### config.mk
export PLATFORM = sky130hd
export DESIGN_NAME = golden_nonce_tx
export DESIGN_NICKNAME = d
export VERILOG_FILES = /design/src/rtl/gn_tx_pkg.sv /design/src/rtl/gn_fifo.sv /design/src/rtl/golden_nonce_tx.sv
export SDC_FILE = /design/constraint.sdc
export NUM_CORES = 1
export LEC_CHECK = 0
export ABC_CLOCK_PERIOD_IN_PS = 6850
export CORE_MARGIN = 5
export CORE_UTILIZATION = 30
export DETAILED_ROUTE_END_ITERATION = 16
export GPL_TIMING_DRIVEN = 0
export REMOVE_ABC_BUFFERS = 1
export SLEW_MARGIN = 20
export SYNTH_ARGS = -nofsm -noshare
export SYNTH_HDL_FRONTEND = slang
export SYNTH_SLANG_ARGS = --single-unit
### constraint.sdc
create_clock -name hash_clk -period 6.85 [get_ports hash_clk]
set_input_delay 1.0275 -clock hash_clk [delete_from_list [all_inputs] [get_ports hash_clk]]
set_output_delay 1.0275 -clock hash_clk [all_outputs]
set_load 0.05 [all_outputs]
### src/rtl/gn_tx_pkg.sv
// Shared types and constants for the golden nonce UART reporter.
package gn_tx_pkg;

    typedef enum logic [1:0] {
        IDLE  = 2'd0,
        START = 2'd1,
        DATA  = 2'd2,
        STOP  = 2'd3
    } tx_state_t;

    localparam logic [7:0] GN_HEADER_BYTE = 8'hA5;
    localparam int         GN_NONCE_BYTES = 4;

endpackage

### src/rtl/gn_fifo.sv
// Synchronous 32-bit nonce FIFO; a push while full is accepted only alongside a pop.
module gn_fifo #(
    parameter int DEPTH = 4
) (
    input  logic                     hash_clk,
    input  logic                     reset_n,
    input  logic                     push,
    input  logic [31:0]              push_data,
    input  logic                     pop,
    output logic [31:0]              pop_data,
    output logic [$clog2(DEPTH):0]   count,
    output logic                     full,
    output logic                     empty
);

    localparam int AW = $clog2(DEPTH);

    logic [31:0]   mem [DEPTH];
    logic [AW-1:0] wr_ptr;
    logic [AW-1:0] rd_ptr;
    logic          push_ok;
    logic          pop_ok;

    assign full     = (count == (AW + 1)'(DEPTH));
    assign empty    = (count == '0);
    assign push_ok  = push && (!full || pop);
    assign pop_ok   = pop && !empty;
    assign pop_data = mem[rd_ptr];

    // When full, wr_ptr equals rd_ptr; the head is read before this edge overwrites it.
    always_ff @(posedge hash_clk) begin
        if (push_ok) begin
            mem[wr_ptr] <= push_data;
        end
    end

    always_ff @(posedge hash_clk or negedge reset_n) begin
        if (!reset_n) begin
            wr_ptr <= '0;
            rd_ptr <= '0;
            count  <= '0;
        end else begin
            if (push_ok) begin
                wr_ptr <= wr_ptr + 1'b1;
            end
            if (pop_ok) begin
                rd_ptr <= rd_ptr + 1'b1;
            end
            case ({push_ok, pop_ok})
                2'b10:   count <= count + 1'b1;
                2'b01:   count <= count - 1'b1;
                default: count <= count;
            endcase
        end
    end

endmodule

### src/rtl/golden_nonce_tx.sv
// Buffers golden nonces and sends each as little-endian UART 8N1 bytes.
// Define GN_TX_HEADER_EN to prefix every frame with the sync byte 8'hA5.
module golden_nonce_tx
    import gn_tx_pkg::*;
#(
    parameter int CLKS_PER_BIT = 434,
    parameter int FIFO_DEPTH   = 4
) (
    input  logic                         hash_clk,
    input  logic                         reset_n,
    input  logic [31:0]                  golden_nonce_in,
    input  logic                         golden_nonce_match,
    output logic                         txd,
    output logic                         busy,
    output logic [$clog2(FIFO_DEPTH):0]  fifo_count,
    output logic                         overflow
);

    localparam int                 CNT_W      = $clog2(CLKS_PER_BIT);
    localparam logic [CNT_W-1:0]   BIT_RELOAD = CNT_W'(CLKS_PER_BIT - 1);

    tx_state_t         state;
    logic [31:0]       shift_reg;
    logic [2:0]        byte_idx;
    logic [2:0]        bit_idx;
    logic [CNT_W-1:0]  bit_cnt;
    logic              bit_done;
    logic              pop;
    logic              fifo_full;
    logic              fifo_empty;
    logic [31:0]       fifo_head;
    logic              is_header;
    logic [7:0]        cur_byte;

`ifdef GN_TX_HEADER_EN
    localparam logic [2:0] LAST_BYTE = 3'(GN_NONCE_BYTES);
    assign is_header = (byte_idx == 3'd0);
`else
    localparam logic [2:0] LAST_BYTE = 3'(GN_NONCE_BYTES - 1);
    assign is_header = 1'b0;
`endif

    assign cur_byte = is_header ? GN_HEADER_BYTE : shift_reg[7:0];
    assign bit_done = (bit_cnt == '0);
    assign pop      = (state == IDLE) && !fifo_empty;

    gn_fifo #(
        .DEPTH(FIFO_DEPTH)
    ) u_fifo (
        .hash_clk  (hash_clk),
        .reset_n   (reset_n),
        .push      (golden_nonce_match),
        .push_data (golden_nonce_in),
        .pop       (pop),
        .pop_data  (fifo_head),
        .count     (fifo_count),
        .full      (fifo_full),
        .empty     (fifo_empty)
    );

    always_ff @(posedge hash_clk or negedge reset_n) begin
        if (!reset_n) begin
            state     <= IDLE;
            shift_reg <= '0;
            byte_idx  <= '0;
            bit_idx   <= '0;
            bit_cnt   <= '0;
        end else begin
            case (state)
                IDLE: begin
                    if (!fifo_empty) begin
                        shift_reg <= fifo_head;
                        byte_idx  <= '0;
                        bit_cnt   <= BIT_RELOAD;
                        state     <= START;
                    end
                end
                START: begin
                    if (bit_done) begin
                        bit_cnt <= BIT_RELOAD;
                        bit_idx <= '0;
                        state   <= DATA;
                    end else begin
                        bit_cnt <= bit_cnt - 1'b1;
                    end
                end
                DATA: begin
                    if (bit_done) begin
                        bit_cnt <= BIT_RELOAD;
                        if (bit_idx == 3'd7) begin
                            state <= STOP;
                        end else begin
                            bit_idx <= bit_idx + 1'b1;
                        end
                    end else begin
                        bit_cnt <= bit_cnt - 1'b1;
                    end
                end
                STOP: begin
                    if (bit_done) begin
                        if (byte_idx < LAST_BYTE) begin
                            byte_idx <= byte_idx + 1'b1;
                            bit_cnt  <= BIT_RELOAD;
                            state    <= START;
                            // The header byte does not consume nonce bits.
                            if (!is_header) begin
                                shift_reg <= {8'h00, shift_reg[31:8]};
                            end
                        end else begin
                            state <= IDLE;
                        end
                    end else begin
                        bit_cnt <= bit_cnt - 1'b1;
                    end
                end
                default: state <= IDLE;
            endcase
        end
    end

    // Line and busy are registered from the FSM, so they trail the state by one cycle.
    always_ff @(posedge hash_clk or negedge reset_n) begin
        if (!reset_n) begin
            txd      <= 1'b1;
            busy     <= 1'b0;
            overflow <= 1'b0;
        end else begin
            case (state)
                START:   txd <= 1'b0;
                DATA:    txd <= cur_byte[bit_idx];
                default: txd <= 1'b1;
            endcase
            busy <= (state != IDLE) || !fifo_empty;
            if (golden_nonce_match && fifo_full && !pop) begin
                overflow <= 1'b1;
            end
        end
    end

endmodule

* Word level (Yosys, flattened, before mapping) *
Memory sizes are Yosys's and may differ from the RTL's.
Cells that the tools add are included.

word-level totals
  bits in registers = 59
  bits in writable memories = 128
  logic and storage cells = 88
  memories kept = 1

memories
  name        depth  bits a word  rd ports  clocked after Yosys merged registers in  wr ports  RTL line       source
  u_fifo.mem  4      32           1         0                                        1         gn_fifo.sv:18  logic [31:0] mem [DEPTH];

cells by class
  $add $sub $neg = 7
  magnitude comparators = 2
  equal/unequal tests = 15
  multiplexer cells = 30
  reductions and logical operators = 22

operators with widths
  operator                                                              number
  32-bit 2-to-1 mux                                                     3
  32-bit one-hot mux with 2 select lines                                1
  9-bit 2-to-1 mux                                                      4
  9-bit one-hot mux with 3 select lines                                 1
  3-bit 2-to-1 mux                                                      6
  3-bit one-hot mux with 2 select lines                                 3
  2-bit != test, second input constant                                  7
  2-bit 2-to-1 mux                                                      5
  3-bit by 1-bit adder with 3-bit output, second input constant         3
  9-bit zero test                                                       1
  9-bit by 1-bit subtractor with 9-bit output, second input constant    1
  2-bit one-hot mux with 4 select lines                                 1
  4-bit AND reduction                                                   2
  2-bit nonzero test                                                    4
  2-bit == test, second input constant                                  3
  3-bit == test, second input constant                                  2
  1-bit logical AND                                                     5
  5-bit AND reduction                                                   1
  2-bit by 1-bit adder with 2-bit output, second input constant         2
  2-bit by 1-bit == test with 1-bit output, second input constant       2
  3-bit by 4-bit < comparator with 1-bit output, second input constant  1
  1-bit 2-to-1 mux                                                      4
  1-bit binary-select mux with 3-bit select                             1
  1-bit zero test                                                       3
  other kinds (9)                                                       10

* Longest topological paths before layout *
Gate-level depths: netlist of run 1.

  depth in word-level cells = 7
  gate-level depth with buffers = 12
  gate-level depth less buffers = 11

* By module *
Synthesis of run 1 repeated with hierarchy kept, for this count alone.

unflattened totals
  cells, all modules = 419
  area total of the unflattened synthesis = 7731.2 µm²

by module, submodules not included
  module           instances  cells each  area an instance (µm²)  sequential area each (µm²)
  gn_fifo          1          206         5044.8                  4018.9
  golden_nonce_tx  1          213         2686.3                  1302.5

* Worst setup path after synthesis of run 1 *
No wires, ideal clock.

  path kind = input-to-reg
  start = in golden_nonce_match
  end = mem u_fifo.mem[0][0] (enable)
  library setup time = 0.392 ns
  data arrival time = 2.194 ns
  required time = 6.458 ns
  path slack = 4.264 ns
  stages = 3
  cells stage by stage = nor2b_1 clkbuf_1 and2_1

between the ends
  word-level cells in the longest chain between the ends = 3

ends and longest elaborated chain
  what                                    RTL line               source
  start, declared                         golden_nonce_tx.sv:12  input logic golden_nonce_match,
  1-bit logical AND                       gn_fifo.sv:26          assign push_ok = push && (!full || pop);
  1-bit 2-to-1 mux                        gn_fifo.sv:32          if (push_ok) begin
  1-bit 2-to-1 mux (not written as such)  gn_fifo.sv:33          mem[wr_ptr] <= push_data;
  end, declared                           gn_fifo.sv:18

No other way between the ends.

* Worst setup path after layout of run 1 *
  start = reg state[0]
  end = reg shift_reg[13]

between the ends
  word-level cells in the longest chain between the ends = 3

ends and longest elaborated chain
  what                                                                  RTL line                source
  start, declared                                                       golden_nonce_tx.sv:22   tx_state_t state;
  start signal, assigned                                                golden_nonce_tx.sv:63   state <= IDLE;
  start signal, assigned                                                golden_nonce_tx.sv:75   state <= START;
  start signal, assigned                                                golden_nonce_tx.sv:82   state <= DATA;
  2-bit == test / 2-bit zero test (equally long branches)               golden_nonce_tx.sv:69   case (state)
  2-bit != test (no line) / 2-bit nonzero test (equally long branches)  --
  4-bit AND reduction (no line)                                         --
  end signal, assigned                                                  golden_nonce_tx.sv:72   shift_reg <= fifo_head;
  end signal, assigned                                                  golden_nonce_tx.sv:107  shift_reg <= {8'h00, shift_reg[31:8]};
  end, declared                                                         golden_nonce_tx.sv:23   logic [31:0] shift_reg;

Parallel ways exist; a longest one is shown, timed or not.
A chain may end at the register's enable or synchronous reset.

==> impl_results.md, run 1 <==
- CTS root buf: clkbuf_16
- Cell count after synthesis: roughly 510
- Placed Area: 8820 sq um
- CTS tree: done
- Top FF cell, synth: edfxtp_1
- CTS sink count: about 190
- Num CTS Buffers: 17
- Area growth syn-to-layout: 19.3%
- Clk Latency, worst-skew pair: around 0.42 ns
- Final WL: roughly 16000 um
- CP cell instances: inv_1 -> ha_1 -> or4b_1 -> nand3_2 -> o22ai_4 -> buf_16 -> buf_16 -> mux2_1
- Die H: 172 um
- Min-Delay Path Class: reg -> reg
- Final setup vio count: 0
- First-pass GRT wire length: 26100 um
- P per Cell Area: ~440 nW/um^2
- Core box area: between 20000 and 30000 sq um
- Overall routing resource usage: 0.114
- Vias in the first global route: ~4800
- Synth area leaders: edfxtp_1, dfrtp_1, mux2_4
- Routability cong.: about 0.74
- Part of the power in registers: 0.415
- Ys async rst share: 0.316
- Wl on met1: ~7000 um
- Crit-path max FO: 14
- Post-route cell area: 9420 sq um
- Maxcap violations: 0
- Pleak: 3.48 nW
- Post-route ant nets: 0
- Post-cts resize count: 0
- Clock buffer depth: 2
- Status: complete, no violations
- Post-synth top area cell: edfxtp_1
- Initial antenna violation count: 0
- Max reg flops: approximately 130
- Sw Share: 0.330
- Arrival time worst endpoint: 3.23 ns
- Fin. max-slew vios: 0
- Worst path most repeated cell: buf_16
- Area of the die: between 20000 and 30000 sq um
- Overflow after GRT: 0
- Placed Cells: 870
- Fin nets: 603
- Starting Density: 0.304
- DIE WIDTH: ~170 um
- Area of the mapped netlist: approximately 7900 sq um
- Syn Area/Cell: ~15 sq um
- Highest clock rate: about 0.34 GHz
- Fraction of final layout cells sized beyond drive strength 1: 0.150
- Psw: between 1 and 1.5 mW
- CP top delay family: simple AND/OR/NAND/NOR gates
- Crit path kind: reg -> reg
- Clock transition at path regs: 0.07 ns
- Final worst-path cycle share: 0.427
- Seq/Total Area, Yosys: 0.674
- Drt pass-1 iters: 4
- Worst slew margin: 0.405
- Part of the power in combinational logic: 0.345
- HPWL after DPL: 10300 um
- Final setup TNS: 0 ns
- Fin crit period: just under 3 ns
- Detailed-route wire length per cell: between 15 and 20 um
- DRC viols: 0
- Largest net degree at the start of global routing: 60
- Crit end category: flip-flop
- Inserted Diodes: 0
- Top routing layer used: met4
- Worst Skew: around 0.0097 ns
- H-tree level count: 4
- Final Core Density: 0.362
- Startpoint types: flip-flop
- IO buf count: 40
- CP max stage delay: between 0.6 and 0.7 ns
- Finished Layout Cells: roughly 900
- # Post-CTS Setup Buffers: 0
- Peak VDD IR: 202 uV
- Met2 wire length: between 8000 and 9000 um
- DR iter-0 viols: 237
- Combined buffer and inverter count along the critical path: 3
- I/O pin cnt: 41
- Hold buffers post-CTS: 0
- FP Rows: 59
- Vias: 4417
- RSZ-0062 raised after global routing: false
- Synth Register Bits: roughly 190
- Top-area cell type share of the netlist area: 0.487
- WL met3: 565 um
- Netlist cell types: 56
- Crit path required time: 7.15 ns
- Synthesis warning total: 0
- Clock power share: 0.240
- Worst slew pin tran: around 0.89 ns
- Final hold vios: 0
- Number of flops mapped to enable cells by yosys: about 130
- Int Pwr: between 2 and 3 mW
- Slowest cell on the critical path: or4b_1
- Via-to-Cell Ratio: between 4 and 5
layout by cell type, fill, tap and decap left out, drive strengths merged, types with 11 or more instances in the layout:
cell | netlist | layout
mux2i | 28 | 28
mux2 | 25 | 25
nor2 | 12 | 12
edfxtp | 128 | 128
inv | 40 | 44
clkdlybuf4s50 | 0 | 39
clkbuf | 16 | 18
nand2 | 11 | 11
nor2b | 28 | 28
dfrtp | 58 | 58
o21ai | 15 | 15
ha | 13 | 13
a211oi | 26 | 26
a221oi | 26 | 26
metal layers:
layer  global-route usage  vias to the layer above
met3               0.0256                       12
li1                     -                     2029
met1                0.141                     2298
met5                    0                        -
met4               0.0308                        0
met2                0.202                       78
worst paths after layout:
| path | slack, ns | to | from | depth (start not counted) |
|---|---|---|---|---|
| max | 3.92 | shift_reg[13] | state[0] | 8 |
| min | 0.46 | overflow | overflow | 1 |
| max reg2reg | 3.92 | shift_reg[13] | state[0] | 8 |
| min reg2reg | 0.46 | overflow | overflow | 1 |
| max in group asynchronous | 5.71 | txd | reset_n | 2 |
| min in group asynchronous | 0.56 | shift_reg[0] | reset_n | 1 |
worst register-to-register path, stage by stage (launching register included):
cell and delay [ns]:
dfrtp_1 0.42, inv_1 0.13, ha_1 0.49, or4b_1 0.66
nand3_2 0.19, o22ai_4 0.19, buf_16 0.24, buf_16 0.17
mux2_1 0.31
metrics by stage:
stage	hold slack [ns]	total power [mW]	setup WS (ns)
global route	0.518	4.41	3.77
finish	0.463	4.16	3.92
global placement	0.454	3.06	2.53
CTS	0.468	4.20	3.92
floorplan	0.458	2.70	4.11
detailed placement	0.451	3.20	3.67
area by class of cell:
type | instances | area (sq um)
Tap cell | 335 | 419
Fill cell | 2455 | 16600
Inverter | 40 | 150
Timing Repair Buffer | 49 | 616
Clock inverter | 14 | 168
Sequential cell | 187 | 5330
Multi-Input combinational cell | 259 | 2310
Clock buffer | 18 | 429
power groups by stage:
stage	sequential [mW]	combinational, mW	clock [mW]
after global routing	1.76	1.58	1.06
after CTS	1.73	1.46	1.01
after global placement	1.80	1.26	0
after detailed placement	1.75	1.45	0
final	1.73	1.44	1.00
after floorplan	1.78	0.916	0
logic make-up after synthesis:
| logic type | Yosys count | share of synthesized area |
|---|---|---|
| mux | 63 | 0.110 |
| simple gates | 81 | 0.0583 |
| buf+inv | 66 | 0.0352 |
| compound gates | 95 | 0.0923 |
| xor+xnor | 6 | 0.00666 |
| fa+ha+maj | 14 | 0.0231 |
| flops | 187 | 0.674 |
synthesized netlist by cell type (3+ instances only):
library cell / count
nor3_1: 3
a221oi_1: 26
mux4_2: 10
nor2b_1: 28
and3_1: 3
a21oi_1: 3
mux2_4: 22
buf_6: 3
o21ai_1: 11
clkbuf_1: 16
a21o_1: 3
nor2_1: 12
nand3_1: 4
and2_1: 4
a22oi_1: 3
edfxtp_1: 128
inv_1: 40
dfrtp_1: 58
mux2i_1: 28
xnor2_1: 4
o21ai_0: 4
nand2_1: 11
buf_2: 6
mux2_1: 3
ha_1: 13
a211oi_1: 26
Power figures use the tool's default switching activity.
==> run 2, diff against run 1 <==
ABC_CLOCK_PERIOD_IN_PS = 2600   (was 6850)
clock period = 2.6 ns   (was 6.85 ns; I/O delays follow)
==> impl_results.md, run 2 (same netlist as run 1, synthesis figures left out) <==
- Largest net degree at the start of global routing: 60 (unchanged)
- Inserted Diodes: 0 (unchanged)
- CP max stage delay: 0.55 ns (was 0.65 ns)
- IO buf count: 40 (unchanged)
- Via-to-Cell Ratio: 4.84 (was 4.90)
- Area of the die: 29700 sq um (unchanged)
- Startpoint types: flip-flop (unchanged)
- Finished Layout Cells: 906 (was 902)
- Area growth syn-to-layout: 20.2% (was 19.3%)
- Initial antenna violation count: 0 (unchanged)
- Fraction of final layout cells sized beyond drive strength 1: 0.161 (was 0.150)
- Highest clock rate: 0.407 GHz (was 0.342 GHz)
- I/O pin cnt: 41 (unchanged)
- Fin nets: 607 (was 603)
- Slowest cell on the critical path: or4b_4 (was or4b_1)
- Crit path kind: reg -> reg (unchanged)
- Arrival time worst endpoint: 2.76 ns (was 3.23 ns)
- CTS root buf: clkbuf_16 (unchanged)
- P per Cell Area: 1160 nW/um^2 (was 442 nW/um^2)
- Num CTS Buffers: 17 (unchanged)
- Final total power: 11.0 mW (was 4.16 mW)
- Overflow after GRT: 0 (unchanged)
- Worst slack at placement: -0.323 ns (was 3.67 ns)
- RSZ-0062 raised after global routing: false (unchanged)
- DRC viols: 0 (unchanged)
- DIE WIDTH: 172 um (unchanged)
- Final worst-path cycle share: 0.946 (was 0.427)
- Vias: 4381 (was 4417)
- Drt pass-1 iters: 4 (unchanged)
- CTS tree: done (unchanged)
- Worst slew margin: 0.422 (was 0.405)
- H-tree level count: 4 (unchanged)
- Vias in the first global route: 4789 (was 4762)
- Overall routing resource usage: 0.114 (about the same)
- Worst path most repeated cell: buf_16 (unchanged)
- Status: complete, no violations (unchanged)
- Post-route ant nets: 0 (unchanged)
- Crit end category: flip-flop (unchanged)
- Worst Skew: 0.0110 ns (was 0.00967 ns)
- Min-delay src: overflow (unchanged)
- Crit-path max FO: 14 (unchanged)
- FP Rows: 59 (unchanged)
- Final Core Density: 0.365 (was 0.362)
- Clk Latency, worst-skew pair: 0.42 ns (about the same)
- Clock transition at path regs: 0.07 ns (about the same)
- First-pass GRT wire length: 26200 um (was 26100 um)
- Crit path required time: 2.90 ns (was 7.15 ns)
- Clock buffer depth: 2 (unchanged)
- Starting Density: 0.304 (unchanged)
- CTS sink count: 187 (unchanged)
- Commonest non-fill, non-tap cell in the layout: edfxtp_1 (unchanged)
- CP cell instances: inv_1 -> ha_4 -> or4b_4 -> nand3_2 -> o22ai_4 -> buf_16 -> buf_16 -> mux2_1 (was inv_1 -> ha_1 -> or4b_1 -> nand3_2 -> o22ai_4 -> buf_16 -> buf_16 -> mux2_1)
- HPWL after DPL: 10300 um (unchanged)
- Fin. max-slew vios: 0 (unchanged)
- Final setup vio count: 0 (unchanged)
- Maxcap violations: 0 (unchanged)
- Layout fillers: 2449 (was 2455)
- Peak VDD IR: 535 uV (was 202 uV)
- Core box area: 26000 sq um (unchanged)
- Crit. Startpoint: state[0] (unchanged)
- Die H: 172 um (unchanged)
- Detailed-route wire length per cell: 17.8 um (was 17.9 um)
- Min-Delay Path Class: reg -> reg (unchanged)
- Routability cong.: 0.736 (unchanged)
- Placed Cells: 870 (unchanged)
- Setup slack after layout: 0.141 ns (was 3.92 ns)
- Pleak: 3.50 nW (was 3.48 nW)
- Fin crit period: 2.46 ns (was 2.93 ns)
- Commonest cells after routing, fill and taps aside: edfxtp_1, dfrtp_1, inv_1 (unchanged)
- Worst hold margin: 0.464 ns (was 0.463 ns)
- Max reg flops: 128 (unchanged)
- Final hold vios: 0 (unchanged)
- FF-to-FF Start: state[0] (unchanged)
- DR iter-0 viols: 237 (unchanged)
- Worst slew pin tran: 0.864 ns (was 0.890 ns)
- Final WL: 16100 um (about the same)
==> run 2: repair_timing <==
item                       4_1_cts  5_1_grt
buffers inserted                 1        2
pin swaps                        1        1
hold buffers                     1        0
gates resized for setup          3        5
setup endpoints to repair      130      112
hold endpoints to repair        28        0
==> run 2: worst paths after layout <==
kind | endpoint | slack [ns] | cells after the start
max in group asynchronous | txd | 1.53 | 3
min in group asynchronous | shift_reg[0] | 0.48 | 2
hold / removal | overflow | 0.46 | 1
setup / recovery | shift_reg[13] | 0.14 | 8
hold reg to reg | overflow | 0.46 | 1
setup reg to reg | shift_reg[13] | 0.14 | 8
==> run 2: layout make-up <==
| type | instances | area, sq um | area share |
|---|---|---|---|
| Tap cell | 335 | 419 | 0.0442 |
| Multi-Input combinational cell | 259 | 2340 | 0.247 |
| Sequential cell | 187 | 5330 | 0.561 |
| Timing Repair Buffer | 53 | 648 | 0.0683 |
| Clock buffer | 18 | 429 | 0.0453 |
| Inverter | 40 | 150 | 0.0158 |
| Clock inverter | 14 | 168 | 0.0177 |
==> run 2: report_power, final <==
part | switching (mW) | internal [mW] | total (mW) | leakage [nW]
logic | 2.02 | 1.82 | 3.84 | 1.35
clock network | 1.10 | 1.52 | 2.62 | 0.289
registers | 0.511 | 4.06 | 4.57 | 1.87
total | 3.63 | 7.40 | 11.0 | 3.50
==> run 2: worst max-delay path, delay by kind of cell, from the launching register on <==
kind,cells,cell delay (ns)
AND/OR/NAND/NOR,2,0.70
adder cells (fa/ha/maj),1,0.27
AO/OA/AOI/OAI,1,0.10
flip-flops,1,0.42
buffers and inverters,3,0.52
multiplexers,1,0.31
==> run 2: metal layers <==
metal / vias up / wire [um] / global-route usage
met1: 2257 / 7010 / 0.141
met4: 0 / 128 / 0.0314
met5: - / 0 / 0
met3: 10 / 542 / 0.0256
li1: 2039 / - / -
met2: 75 / 8460 / 0.202
==> run 2: through the flow <==
step                      TNS (ns)  area, sq um
after global routing             0         9480
after CTS                    -1.23         9450
after detailed placement    -14.77         8820
after floorplan              -2.85         7760
after global placement     -210.73         8580
final                            0         9480
==> run 3, diff against run 2 <==
SYNTH_HIERARCHICAL = 1   (was default)
==> impl_results.md, run 3 <==
- Worst slew pin tran: 0.998 ns (was 0.864 ns)
- Fraction of final layout cells sized beyond drive strength 1: 0.291 (was 0.161)
- Ys async rst share: 0.316 (unchanged)
- Crit-path max FO: 32 (was 14)
- CTS root buf: clkbuf_16 (unchanged)
- Clock buffer depth: 2 (unchanged)
- Final hold vios: 0 (unchanged)
- Vias: 3830 (was 4381)
- Top FF cell, synth: edfxtp_1 (unchanged)
- Largest net degree at the start of global routing: 35 (was 60)
- Area growth syn-to-layout: 18.5% (was 20.2%)
- CTS sink count: 187 (unchanged)
- Fin. max-slew vios: 0 (unchanged)
- Max reg flops: 128 (unchanged)
- Commonest cells after routing, fill and taps aside: edfxtp_1, dfrtp_1, mux2_2 (was edfxtp_1, dfrtp_1, inv_1)
- I/O pin cnt: 41 (unchanged)
- Crit end category: flip-flop (unchanged)
- Fin nets: 514 (was 607)
- Placed Cells: 774 (was 870)
- Initial antenna violation count: 0 (unchanged)
- Die H: 171 um (was 172 um)
- Drt pass-1 iters: 4 (unchanged)
- Number of flops mapped to enable cells by yosys: 128 (unchanged)
- # Post-CTS Setup Buffers: 0 (was 1)
- First-pass GRT wire length: 23700 um (was 26200 um)
- Via-to-Cell Ratio: 4.75 (was 4.84)
- DRC viols: 0 (unchanged)
- Highest clock rate: 0.413 GHz (was 0.407 GHz)
- Seq/Total Area, Yosys: 0.688 (was 0.674)
- P per Cell Area: 804 nW/um^2 (was 1160 nW/um^2)
- Synthesis warning total: 6 (was 0)
- Area of the mapped netlist: 7730 sq um (was 7890 sq um)
- Final setup vio count: 0 (unchanged)
- Core box area: 25300 sq um (was 26000 sq um)
- HPWL after DPL: 8990 um (was 10300 um)
- Clk Latency, worst-skew pair: 0.42 ns (about the same)
- Finished Layout Cells: 807 (was 906)
- FF-to-FF Start: state[0] (unchanged)
- Final total power: 7.36 mW (was 11.0 mW)
- Vias in the first global route: 4387 (was 4789)
- Detailed-route wire length per cell: 17.9 um (was 17.8 um)
- Worst slack at placement: -0.563 ns (was -0.323 ns)
- FF-to-FF End: u_fifo/mem[2][16] (was shift_reg[13])
- Worst Skew: 0.00589 ns (was 0.0110 ns)
- IO buf count: 40 (unchanged)
- Placed Area: 8530 sq um (was 8820 sq um)
- Final WL: 14400 um (was 16100 um)
- DR iter-0 viols: 317 (was 237)
- Crit path required time: 2.64 ns (was 2.90 ns)
- Starting Density: 0.306 (was 0.304)
- Fin crit period: 2.42 ns (was 2.46 ns)
- CTS tree: done (unchanged)
- Synth area leaders: edfxtp_1, dfrtp_1, mux4_2 (was edfxtp_1, dfrtp_1, mux2_4)
- Commonest non-fill, non-tap cell in the layout: edfxtp_1 (unchanged)
- Num CTS Buffers: 17 (unchanged)
- H-tree level count: 4 (unchanged)
- Post-synth top area cell: edfxtp_1 (unchanged)
- Final worst-path cycle share: 0.932 (was 0.946)
- Count leader, synth: edfxtp_1 (unchanged)
- Overall routing resource usage: 0.106 (was 0.114)
- Min-Delay Path Class: in -> async (was reg -> reg)
- Overflow after GRT: 0 (unchanged)
- Status: complete, no violations (unchanged)
- Clock transition at path regs: 0.07 ns (about the same)
- Worst r2r path cells: 6 (was 8)
- Post-route ant nets: 0 (unchanged)
- Maxcap violations: 0 (unchanged)
- DIE WIDTH: 171 um (was 172 um)
- Top-area cell type share of the netlist area: 0.497 (was 0.487)
- FP Rows: 58 (was 59)
- Startpoint types: flip-flop (unchanged)
- Peak VDD IR: 426 uV (was 535 uV)
- Area of the die: 29100 sq um (was 29700 sq um)
- Post-route cell area: 9160 sq um (was 9480 sq um)
- Arrival time worst endpoint: 2.46 ns (was 2.76 ns)
- Synth Register Bits: 187 (unchanged)
- Netlist cell types: 52 (was 56)
- Syn Area/Cell: 18.5 sq um (was 15.4 sq um)
- Inserted Diodes: 0 (unchanged)
- Reg-to-reg slack, setup: 0.18 ns (was 0.14 ns)
- Pleak: 3.23 nW (was 3.50 nW)
- Cell count after synthesis: 419 (was 512)
- Crit path kind: reg -> reg (unchanged)
- Routability cong.: 0.727 (was 0.736)
- Setup slack after layout: 0.178 ns (was 0.141 ns)
- Worst slew margin: 0.335 (was 0.422)
- Final setup TNS: 0 ns (unchanged)
- Commonest cells in the netlist: edfxtp_1, dfrtp_1, mux2_2 (was edfxtp_1, dfrtp_1, inv_1)
-- run 3: cell count changes in the layout (fill, tap and decap cells not counted), moves of 25 or more --
| cell | delta |
|---|---|
| mux2_2 | +49 |
| a211oi_1 | -26 |
| a221oi_1 | -26 |
| nor2b_1 | -26 |
| mux2i_1 | -25 |
-- run 3: logic make-up (layout without fill, tap and decap cells) --
| logic type | count (synthesis) | after routing | share of synthesized area |
|---|---|---|---|
| flops | 187 | 187 | 0.688 |
| xor+xnor | 6 | 6 | 0.00680 |
| compound gates | 53 | 53 | 0.0502 |
| buf+inv | 35 | 93 | 0.0238 |
| simple gates | 34 | 34 | 0.0265 |
| fa+ha+maj | 15 | 15 | 0.0252 |
| mux | 89 | 89 | 0.179 |
-- run 3: area by class of cell --
cell class,count,area [sq um]
fillers,2385,16100
flip-flops and latches,187,5330
multi-input cells,197,2260
repair buffers,45,503
clock buffers,19,433
well taps,330,413
clock inverters,13,165
inverters,16,60.1
-- run 3: routing by layer --
layer  vias to the layer above  GRT usage  routed length (um)
met5                         -          0                   0
met4                         0     0.0361                 278
met3                        23     0.0261                 356
met2                        69      0.187                7680
met1                      2008      0.126                6120
li1                       1730          -                   -
-- run 3: critical path, cell delays in order (launching register included) --
cell and delay (ns):
dfrtp_2 0.45, inv_1 0.12, ha_1 0.23, nand2b_2 0.12, inv_1 0.10, o21a_4 0.17, and2_2 0.81
-- run 3: worst max path at each step --
stage / startpoint / to / cells past startpoint
finish: state[0] / u_fifo/mem[2][16] / 6
global route: state[1] / u_fifo/count[2] / 12
CTS: u_fifo/count[0] / u_fifo/count[2] / 11
detailed placement: state[0] / shift_reg[7] / 5
global placement: state[0] / byte_idx[0] / 4
floorplan: u_fifo/rd_ptr[0] / shift_reg[23] / 3
-- run 3: what timing repair did --
action | in CTS | in global routing
pin swaps | 0 | 0
endpoints found under the setup margin | 25 | 51
hold endpoints to repair | 24 | 0
hold buffers | 1 | 0
resized for setup | 4 | 3
-- run 3: per-stage QoR --
stage	utilization	hold slack, ns
final	0.363	0.449
after global routing	0.363	0.499
after CTS	0.362	0.455
after detailed placement	0.338	0.332
after global placement	0.333	0.462
after floorplan	-	0.0944
-- run 3: power by group --
part / total, mW / leakage (nW) / internal, mW / switching (mW)
logic: 0.938 / 1.07 / 0.365 / 0.573
clock network: 2.60 / 0.286 / 1.52 / 1.08
registers: 3.83 / 1.87 / 3.69 / 0.134
total: 7.36 / 3.23 / 5.58 / 1.79
